--- config.mk ---
export PLATFORM = sky130hd
export DESIGN_NAME = rle_symbolizer
export DESIGN_NICKNAME = d
export VERILOG_FILES = /design/src/rtl/rle_symbolizer.sv
export SDC_FILE = /design/constraint.sdc
export NUM_CORES = 1
export LEC_CHECK = 0
export BUFFER_PORTS_ARGS = -buffer_cell sky130_fd_sc_hd__buf_2
export CAP_MARGIN = 20
export CORE_MARGIN = 4
export CORE_UTILIZATION = 29
export DETAILED_ROUTE_END_ITERATION = 16
export GPL_TIMING_DRIVEN = 0
export PLACE_DENSITY_LB_ADDON = 0.08
export SYNTH_ARGS = -nofsm -noshare
export SYNTH_HDL_FRONTEND = slang
export SYNTH_SLANG_ARGS = --single-unit
--- constraint.sdc ---
create_clock -name clk_in -period 4.8 [get_ports clk_in]
set_clock_uncertainty 0.15 [all_clocks]
set_input_delay 1.44 -clock clk_in [delete_from_list [all_inputs] [get_ports clk_in]]
set_output_delay 1.44 -clock clk_in [all_outputs]
set_load 0.1 [all_outputs]
--- src/rtl/rle_symbolizer.sv ---
// rtl/rle_symbolizer.sv - JPEG run-length symbolizer: zigzag coefficients in, (run, size, amplitude) symbols out
//
// Purpose: consumes one 8x8 block of quantized coefficients in zigzag order
// (index 0 = DC) and produces one symbol per DC difference / nonzero AC, plus
// ZRL (15,0) for zero runs of 16 or more and EOB (0,0) when the block ends in
// zeros. The output is a single register stage with valid/ready handshake.
//
// Ports:
//   clk_in           clock, rising edge
//   rst_n_in         asynchronous active-low reset
//   dc_clear_in      pulse: zero the DC predictor (applies to a same-cycle DC)
//   coeff_in         signed quantized coefficient, zigzag order
//   coeff_valid_in   coeff_in valid
//   coeff_ready_out  coefficient accepted on valid && ready
//   sym_valid_out    symbol registers valid
//   sym_ready_in     downstream accepts the symbol on valid && ready
//   sym_run_out      zero run 0..15
//   sym_size_out     magnitude category 0..11
//   sym_amp_out      amplitude bits, right-aligned, upper bits zero
//   sym_is_dc_out    symbol is the DC difference
//   sym_last_out     final symbol of the block
module rle_symbolizer #(
  parameter int COEFF_W = 11
) (
  input  logic                      clk_in,
  input  logic                      rst_n_in,
  input  logic                      dc_clear_in,
  input  logic signed [COEFF_W-1:0] coeff_in,
  input  logic                      coeff_valid_in,
  output logic                      coeff_ready_out,
  output logic                      sym_valid_out,
  input  logic                      sym_ready_in,
  output logic [3:0]                sym_run_out,
  output logic [3:0]                sym_size_out,
  output logic [11:0]               sym_amp_out,
  output logic                      sym_is_dc_out,
  output logic                      sym_last_out
);

  // DC difference needs one extra bit of headroom.
  localparam int DW = COEFF_W + 1;
  localparam logic signed [DW-1:0] AC_MAX = DW'(1023);
  localparam logic signed [DW-1:0] AC_MIN = DW'(-1023);

  typedef enum logic [1:0] {
    RUN       = 2'd0,
    ZRL_FLUSH = 2'd1,
    HELD      = 2'd2
  } state_t;

  typedef struct packed {
    logic [3:0]  run;
    logic [3:0]  size;
    logic [11:0] amp;
    logic        is_dc;
    logic        last;
  } sym_t;

  function automatic sym_t mk_sym(input logic [3:0] r, input logic [3:0] s,
                                  input logic [11:0] a, input logic d,
                                  input logic l);
    sym_t t;
    t.run   = r;
    t.size  = s;
    t.amp   = a;
    t.is_dc = d;
    t.last  = l;
    return t;
  endfunction

  // Magnitude category: position of the highest set bit of |v|.
  function automatic logic [3:0] cat_f(input logic signed [DW-1:0] v);
    logic [DW-1:0] mag;
    logic [3:0]    c;
    mag = v[DW-1] ? -v : v;
    c   = 4'd0;
    for (int i = 0; i < DW; i++) begin
      if (mag[i]) c = 4'(i + 1);
    end
    return c;
  endfunction

  // Negative values are sent in ones'-complement form: (v-1) truncated to size bits.
  function automatic logic [11:0] amp_f(input logic signed [DW-1:0] v,
                                        input logic [3:0] size);
    logic [DW-1:0] raw;
    logic [DW-1:0] mask;
    raw  = v[DW-1] ? (v - 1'b1) : v;
    mask = ~({DW{1'b1}} << size);
    return 12'(raw & mask);
  endfunction

  state_t                    state_q, state_d;
  logic [5:0]                idx_q, idx_d;
  logic [5:0]                zrun_q, zrun_d;
  logic signed [COEFF_W-1:0] prev_dc_q, prev_dc_d;
  logic [3:0]                hold_size_q, hold_size_d;
  logic [11:0]               hold_amp_q, hold_amp_d;
  logic                      hold_last_q, hold_last_d;
  logic                      sym_valid_q, sym_valid_d;
  sym_t                      sym_q, sym_d;

  logic                      out_free;
  logic                      coeff_fire;
  logic signed [DW-1:0]      coeff_ext;
  logic signed [DW-1:0]      dc_pred_ext;
  logic signed [DW-1:0]      dc_diff;
  logic signed [DW-1:0]      ac_sat;
  logic [3:0]                dc_size, ac_size;
  logic [11:0]               dc_amp, ac_amp;
  logic [5:0]                zrun_rem;

  assign out_free        = !sym_valid_q || sym_ready_in;
  assign coeff_ready_out = (state_q == RUN) && out_free;
  assign coeff_fire      = coeff_valid_in && coeff_ready_out;

  assign coeff_ext   = {coeff_in[COEFF_W-1], coeff_in};
  assign dc_pred_ext = dc_clear_in ? '0 : {prev_dc_q[COEFF_W-1], prev_dc_q};
  assign dc_diff     = coeff_ext - dc_pred_ext;
  assign ac_sat      = (coeff_ext > AC_MAX) ? AC_MAX :
                       (coeff_ext < AC_MIN) ? AC_MIN : coeff_ext;
  assign dc_size     = cat_f(dc_diff);
  assign dc_amp      = amp_f(dc_diff, dc_size);
  assign ac_size     = cat_f(ac_sat);
  assign ac_amp      = amp_f(ac_sat, ac_size);
  assign zrun_rem    = zrun_q - 6'd16;

  // The first ZRL is loaded on the same edge that accepts the coefficient, so
  // each ZRL costs exactly one stall cycle. ZRL_FLUSH means more ZRLs remain
  // after the one in the output register; HELD means the held coefficient is
  // the next thing to load.
  always_comb begin
    state_d     = state_q;
    idx_d       = idx_q;
    zrun_d      = zrun_q;
    prev_dc_d   = prev_dc_q;
    hold_size_d = hold_size_q;
    hold_amp_d  = hold_amp_q;
    hold_last_d = hold_last_q;
    sym_valid_d = sym_valid_q;
    sym_d       = sym_q;

    if (dc_clear_in) prev_dc_d = '0;
    if (out_free)    sym_valid_d = 1'b0;

    unique case (state_q)
      RUN: begin
        if (coeff_fire) begin
          idx_d = idx_q + 6'd1;
          if (idx_q == 6'd0) begin
            sym_valid_d = 1'b1;
            sym_d       = mk_sym(4'd0, dc_size, dc_amp, 1'b1, 1'b0);
            prev_dc_d   = coeff_in;
            zrun_d      = 6'd0;
          end else if (ac_sat == '0) begin
            if (idx_q == 6'd63) begin
              sym_valid_d = 1'b1;
              sym_d       = mk_sym(4'd0, 4'd0, 12'd0, 1'b0, 1'b1);
              zrun_d      = 6'd0;
            end else begin
              zrun_d = zrun_q + 6'd1;
            end
          end else if (zrun_q < 6'd16) begin
            sym_valid_d = 1'b1;
            sym_d       = mk_sym(zrun_q[3:0], ac_size, ac_amp, 1'b0, idx_q == 6'd63);
            zrun_d      = 6'd0;
          end else begin
            hold_size_d = ac_size;
            hold_amp_d  = ac_amp;
            hold_last_d = (idx_q == 6'd63);
            sym_valid_d = 1'b1;
            sym_d       = mk_sym(4'd15, 4'd0, 12'd0, 1'b0, 1'b0);
            zrun_d      = zrun_rem;
            state_d     = (zrun_rem >= 6'd16) ? ZRL_FLUSH : HELD;
          end
        end
      end
      ZRL_FLUSH: begin
        if (out_free) begin
          sym_valid_d = 1'b1;
          sym_d       = mk_sym(4'd15, 4'd0, 12'd0, 1'b0, 1'b0);
          zrun_d      = zrun_rem;
          state_d     = (zrun_rem >= 6'd16) ? ZRL_FLUSH : HELD;
        end
      end
      HELD: begin
        if (out_free) begin
          sym_valid_d = 1'b1;
          sym_d       = mk_sym(zrun_q[3:0], hold_size_q, hold_amp_q, 1'b0, hold_last_q);
          zrun_d      = 6'd0;
          state_d     = RUN;
        end
      end
      default: state_d = RUN;
    endcase
  end

  always_ff @(posedge clk_in or negedge rst_n_in) begin
    if (!rst_n_in) begin
      state_q     <= RUN;
      idx_q       <= '0;
      zrun_q      <= '0;
      prev_dc_q   <= '0;
      hold_size_q <= '0;
      hold_amp_q  <= '0;
      hold_last_q <= 1'b0;
      sym_valid_q <= 1'b0;
      sym_q       <= '0;
    end else begin
      state_q     <= state_d;
      idx_q       <= idx_d;
      zrun_q      <= zrun_d;
      prev_dc_q   <= prev_dc_d;
      hold_size_q <= hold_size_d;
      hold_amp_q  <= hold_amp_d;
      hold_last_q <= hold_last_d;
      sym_valid_q <= sym_valid_d;
      sym_q       <= sym_d;
    end
  end

  assign sym_valid_out = sym_valid_q;
  assign sym_run_out   = sym_q.run;
  assign sym_size_out  = sym_q.size;
  assign sym_amp_out   = sym_q.amp;
  assign sym_is_dc_out = sym_q.is_dc;
  assign sym_last_out  = sym_q.last;

endmodule

==> qor.yml, run 1 <==
syn_nets: 791
worstMarginPinSlew_ns: 0.942
routedWlPerCell_um: 18.8
cts_root_buffer: "clkbuf_16"
synth_ff_type: "dfrtp_1"
diodes: 0
crit_path_end: "sym_amp_out[2]"
num-nets-final: 905
initial_core_util_pct: 29.4
io_buffers: 38
crit_path_start_kind: "primary input"
switching_share_pct: 52.5
p_per_area_nw_per_um2: 523
rsz0062_at_grt: "true"
clock_latency_ns: 0.34
drv_cap: 0
syn_area_per_cell_um2: 7.91
status: "complete, but fails checks"
grt_pass1_vias: 6185
multi_input_area_um2: 4630
post-place-ws_ns: -1.00
routed_wl_um: 21400
antenna_found_initial: 0
cts.sinks: 65
r2r_start: "prev_dc_q[0]"
die_x_um: 151
dr.first_iter.drc_count: 356
clk_path_buf_depth: 2
pwr-share-comb_pct: 63.8
io-pin-count: 40
ctsHoldBuffers: 0
clkSlewWorstSetupHoldPaths_ns: 0.06
gp_congestion: 0.857
seqPwrFrac_pct: 20.3
core-area_um2: 20200
clock.fmax_ghz: 0.204
tritoncts: "built"
ant_nets: 0
hold_path_class: "flip-flop to flip-flop"
min_period_over_period_pct: 102
dieHeight_um: 151
crit_type: "primary input to flip-flop"
yosysWarnings: 0
grt-ovfl-total: 0
period_minus_slack_ns: 4.90
worstSetupStartpoint: "coeff_in[3]"
die-area_um2: 22800
layout_setup_ws_ns: -0.101
netlist_instances: 749
synth_area_leaders: "dfrtp_1 27%, a21oi_1 5.3%, ha_1 5.3%, nand2_1 4.6%, nor2_1 4.2%"
seq_area_um2: 1630
grt_max_degree: 66
num_vias: 6251
htreeDepth: 3
r2r_cells: 15
drc: 0
grt_pass1_wl_um: 33800
gr-usage-all-layers_pct: 18.9
hold_violations: 0
yosys-top-cells-count: "73 x nand2_1, 67 x nor2_1, 65 x dfrtp_1, 63 x a21oi_1, 48 x o21ai_0"
yosysMostFrequentCell: "nand2_1"
drt_first_pass_iters: 7
drive_gt1_share_pct: 29.8
violations: "setup timing"
cts_buffers: 9
crit_fanout: 5
synthArstFlopShare_pct: 100
cp-end-kind: "flip-flop"
whs_ns: 0.330
reg2reg_slack_ns: 0.91
p_leak_nw: 3.32
vias_per_cell: 5.49
internal_power_mw: 2.03
drv_slew: 0
crit_required_ns: 4.91
arrival_ns: 5.02
synthesis.area_um2: 5920
ys_ff_latch: 65
r2r-end: "sym_size_out[3]"
finalSetupViolCount: 2
synth_enable_flop_cells: 0
fp-row-count: 52
syn2layout_area_growth_pct: 37.6
maxSlewHeadroom_pct: 36.4
yosysSeqAreaShare_pct: 27.5
synth_top_cell_by_area: "dfrtp_1"
synth_cell_types: 88
synth_top_area_share_pct: 27.5
post-dp-hpwl_um: 15700
worst_ir_drop_vdd_uv: 209
p_sw_mw: 2.24
fill_cells: 2069
clkPwrFrac_pct: 15.9
flip-flops by register name, summed over array words and instances, names as in the netlist, 2 cells and up:
signal and count:
state_q 2, sym_size_out 4, idx_q 6, sym_run_out 4
sym_amp_out 12, hold_amp_q 12, hold_size_q 4, zrun_q 6
prev_dc_q 11
cell families after synthesis:
logic type      count (synthesis)  synth area share, %
compound gates                253                 29.5
xor+xnor                       28                 4.50
fa+ha+maj                      26                 5.62
buf+inv                        71                 4.75
flops                          65                 27.5
mux                             9                 1.86
simple gates                  297                 26.4
per-stage QoR:
step | util (%) | instances | setup TNS [ns] | total power [mW] | cell area (um2)
2_1_floorplan | - | 749 | -1.50 | 2.74 | 6220
3_3_place_gp | 33.5 | 1057 | -35.65 | 3.30 | 6750
3_5_place_dp | 33.5 | 1057 | -36.76 | 3.33 | 6750
4_1_cts | 38.1 | 1110 | -0.0738 | 4.16 | 7680
5_1_grt | 40.4 | 1138 | -0.448 | 4.56 | 8150
6_report | 40.4 | 1138 | -0.130 | 4.26 | 8150
layout make-up:
| cell class | count | area share [%] |
|---|---|---|
| Clock inverter | 7 | 0.952 |
| Buffer | 44 | 4.31 |
| Timing Repair Buffer | 105 | 9.88 |
| Sequential cell | 65 | 20.0 |
| Clock buffer | 9 | 2.76 |
| Tap cell | 270 | 4.14 |
| Multi-Input combinational cell | 613 | 56.8 |
| Inverter | 25 | 1.21 |
routing by layer:
layer  routed length [um]  GRT usage (%)  vias up  part of all wire, %
li1                     -              -     3020                    -
met4                  462           5.03        0                  2.2
met2                10500           32.6      177                   49
met5                    0              0        -                    0
met1                 9550           24.4     3022                   45
met3                  960           3.38       32                  4.5
repair_timing:
action | CTS | global route
buffers inserted | 38 | 29
pin swaps | 31 | 32
gates resized for setup | 84 | 57
setup endpoints to repair | 47 | 19
gates cloned | 1 | 1
worst min-delay path by stage:
stage / start / depth (start not counted) / end
floorplan: hold_amp_q[7] / 2 / hold_amp_q[7]
global placement: hold_amp_q[10] / 1 / hold_amp_q[10]
detailed placement: hold_amp_q[10] / 1 / hold_amp_q[10]
CTS: hold_amp_q[7] / 2 / hold_amp_q[7]
global route: hold_amp_q[2] / 2 / hold_amp_q[2]
finish: hold_amp_q[7] / 2 / hold_amp_q[7]
placed cells by master, fill, tap and decap left out, types with 15 or more instances in the layout:
| cell type | Yosys | layout |
|---|---|---|
| o21ai_0 | 48 | 36 |
| ha_1 | 25 | 16 |
| clkbuf_1 | 37 | 20 |
| a31oi_1 | 20 | 18 |
| dfrtp_1 | 65 | 65 |
| buf_4 | 0 | 66 |
| nand2b_1 | 22 | 18 |
| nand2_1 | 73 | 67 |
| nor3_1 | 20 | 15 |
| a21oi_1 | 63 | 58 |
| xnor2_1 | 22 | 22 |
| buf_2 | 6 | 29 |
| nor2_1 | 67 | 59 |
| inv_1 | 24 | 23 |
power groups by stage:
| stage | clock (mW) | combinational [mW] | sequential [mW] |
|---|---|---|---|
| finish | 0.679 | 2.72 | 0.863 |
| global route | 0.724 | 2.95 | 0.888 |
| CTS | 0.699 | 2.60 | 0.866 |
| detailed placement | 0 | 2.46 | 0.873 |
| global placement | 0 | 2.44 | 0.867 |
| floorplan | 0 | 1.33 | 1.41 |
worst max-delay path: stages:
cell	delay, ns
buf_8	0.07
buf_8	0.09
nor2_4	0.03
and2_4	0.13
a31o_4	0.23
ha_4	0.31
clkbuf_16	0.14
clkbuf_16	0.12
nor2_4	0.04
ha_4	0.17
buf_8	0.13
o211ai_1	0.13
a2111oi_2	0.11
or4_1	0.54
a311oi_2	0.26
buf_4	0.18
buf_6	0.10
nor3_4	0.04
nor2_1	0.12
nor2_1	0.06
or3_1	0.38
a31oi_1	0.17
No activity file was read; power rests on OpenSTA's default activity.
==> inputs of run 2 (changes only) <==
--- a/config.mk
+++ b/config.mk
@@ -11,7 +11,7 @@
 export CORE_UTILIZATION = 29
 export DETAILED_ROUTE_END_ITERATION = 16
 export GPL_TIMING_DRIVEN = 0
-export PLACE_DENSITY_LB_ADDON = 0.08
+export PLACE_DENSITY = 0.43
 export SYNTH_ARGS = -nofsm -noshare
 export SYNTH_HDL_FRONTEND = slang
 export SYNTH_SLANG_ARGS = --single-unit
==> run 2 against run 1 <==
Compared with the run above: global-route usage decreased by 0.35 points; flip-flop and latch count unchanged; largest power group unchanged; the flow now finishes without violations; die area unchanged.
==> qor.yml, run 2 (synthesized netlist as in run 1, its figures left out) <==
tritoncts: "built"  # unchanged
hold_path_class: "flip-flop to flip-flop"  # unchanged
crit_fanout: 10  # was 5
reg2reg_slack_ns: 0.95  # was 0.91 ns
arrival_ns: 4.86  # was 5.02 ns
crit_type: "primary input to flip-flop"  # unchanged
p_leak_nw: 3.23  # was 3.32 nW
routedWlPerCell_um: 19.1  # was 18.8 um
p_per_area_nw_per_um2: 539  # was 523 nW/um2
worstMarginPinSlew_ns: 0.985  # was 0.942 ns
p_sw_mw: 2.23  # was 2.24 mW
fin_tns_setup_ns: 0  # was -0.130 ns
initial_core_util_pct: 29.4  # unchanged
final_cell_mix: "67 x nand2_1, 65 x dfrtp_1, 60 x nor2_1"  # was 67 x nand2_1, 66 x buf_4, 65 x dfrtp_1
whs_ns: 0.319  # was 0.330 ns
drc: 0  # unchanged
mostFrequentLayoutCell: "nand2_1"  # unchanged
syn2layout_area_growth_pct: 35.7  # was 37.6%
clock_latency_ns: 0.34  # about the same
switching_share_pct: 51.5  # was 52.5%
io_buffers: 38  # unchanged
maxSlewHeadroom_pct: 33.7  # was 36.4%
num-nets-final: 882  # was 905
gr-usage-all-layers_pct: 18.5  # was 18.9%
cp_cell_sequence: "buf_4, nor4_4, a31o_4, ha_4, clkbuf_16, clkbuf_16, nor2_4, ha_4, buf_8, o2111ai_1, a2111oi_1, or4_4, a311oi_2, buf_4, nor3_4, a31oi_4, a221o_1, o21ai_1, o31ai_1"  # was buf_8, buf_8, nor2_4, and2_4, a31o_4, ha_4, clkbuf_16, clkbuf_16, nor2_4, ha_4, buf_8, o211ai_1, a2111oi_2, or4_1, a311oi_2, buf_4, buf_6, nor3_4, nor2_1, nor2_1, or3_1, a31oi_1
dpl.cell_count: 1057  # unchanged
cts.sinks: 65  # unchanged
crit_required_ns: 4.87  # was 4.91 ns
post-dp-hpwl_um: 15800  # was 15700 um
num_vias: 6179  # was 6251
routed_wl_um: 21300  # was 21400 um
grt_pass1_wl_um: 33400  # was 33800 um
slowest_stage: "a2111oi_1"  # was or4_1
post-place-ws_ns: -1.01  # was -1.00 ns
die-area_um2: 22800  # unchanged
grt_pass1_vias: 6136  # was 6185
antenna_found_initial: 0  # unchanged
internal_power_mw: 2.10  # was 2.03 mW
cp_num_buf_inv: 5  # was 7
pwr-share-comb_pct: 62.1  # was 63.8%
core-area_um2: 20200  # unchanged
ctsHoldBuffers: 0  # unchanged
vias_per_cell: 5.54  # was 5.49
grt_max_degree: 66  # unchanged
cts_buffers: 9  # unchanged
crit_path_start_kind: "primary input"  # unchanged
drv_slew: 0  # unchanged
crit_family: "compound AO/OA/AOI/OAI gates"  # was simple AND/OR/NAND/NOR gates
drv_cap: 0  # unchanged
io-pin-count: 40  # unchanged
instances_no_fill: 1115  # was 1138
clk_path_buf_depth: 2  # unchanged
gp_congestion: 0.852  # was 0.857
finalSetupViolCount: 0  # was 2
htreeDepth: 3  # unchanged
rsz0062_at_grt: "true"  # unchanged
diodes: 0  # unchanged
die_x_um: 151  # unchanged
seqPwrFrac_pct: 20.0  # was 20.3%
clock.fmax_ghz: 0.209  # was 0.204 GHz
worst_ir_drop_vdd_uv: 197  # was 209 uV
grt-ovfl-total: 0  # unchanged
drt_first_pass_iters: 5  # was 7
dr.first_iter.drc_count: 335  # was 356
hold_violations: 0  # unchanged
clkPwrFrac_pct: 17.9  # was 15.9%
cts_root_buffer: "clkbuf_16"  # unchanged
min_period_over_period_pct: 99.7  # was 102%
cp_slowest_stage_delay_ns: 0.45  # was 0.54 ns
cp-end-kind: "flip-flop"  # unchanged
fp-row-count: 52  # unchanged
layout_setup_ws_ns: 0.0164  # was -0.101 ns
period_minus_slack_ns: 4.78  # was 4.90 ns
clkSlewWorstSetupHoldPaths_ns: 0.06  # about the same
dieHeight_um: 151  # unchanged
status: "finished, final reports clean"  # was complete, but fails checks
ant_nets: 0  # unchanged
drive_gt1_share_pct: 28.8  # was 29.8%
run 2: per-stage QoR:
stage | cell area, um2 | utilization [%] | total power, mW
after floorplan | 6220 | - | 2.74
after global placement | 6750 | 33.5 | 3.31
after detailed placement | 6750 | 33.5 | 3.33
after CTS | 7570 | 37.5 | 4.25
after global routing | 8040 | 39.9 | 4.60
final | 8040 | 39.9 | 4.33
run 2: tightest hold or removal path: cells and delay by family (launching register included):
family | cells | cell delay [ns]
flip-flops | 1 | 0.34
AND/OR/NAND/NOR | 2 | 0.10
run 2: worst paths after layout:
| check | from | end | depth (start not counted) |
|---|---|---|---|
| setup / recovery | coeff_in[9] | sym_amp_out[0] | 19 |
| hold / removal | sym_amp_out[11] | sym_amp_out[11] | 2 |
| setup reg to reg | prev_dc_q[0] | sym_amp_out[9] | 14 |
| hold reg to reg | sym_amp_out[11] | sym_amp_out[11] | 2 |
| max in group asynchronous | rst_n_in | prev_dc_q[9] | 1 |
| min in group asynchronous | rst_n_in | idx_q[3] | 1 |
run 2: what timing repair did:
item / 4_1_cts / 5_1_grt
endpoints found under the hold margin: 0 / 0
gates cloned: 0 / 1
pin swaps: 30 / 25
buffers inserted: 26 / 19
gates resized for setup: 67 / 83
setup endpoints to repair: 47 / 42
run 2: area by class of cell:
class | count | area [um2]
fillers | 2100 | 12100
repair buffers | 84 | 598
multi-input cells | 613 | 4700
plain buffers | 42 | 338
clock inverters | 6 | 114
clock buffers | 10 | 229
inverters | 25 | 96.3
flip-flops and latches | 65 | 1630
well taps | 270 | 338
run 2: routing by layer:
| metal | GRT usage [%] | vias up | part of all wire, % |
|---|---|---|---|
| li1 | - | 2970 | - |
| met1 | 24.1 | 3059 | 45 |
| met2 | 32.7 | 127 | 50 |
| met3 | 2.66 | 23 | 3.4 |
| met4 | 3.94 | 0 | 1.3 |
| met5 | 0 | - | 0 |
run 2: power by group through the flow:
stage                     combinational (mW)  sequential, mW  clock, mW
after floorplan                         1.33            1.41          0
after global placement                  2.44           0.868          0
after detailed placement                2.45           0.876          0
after CTS                               2.59           0.866      0.792
after global routing                    2.90           0.890      0.810
final                                   2.69           0.866      0.776
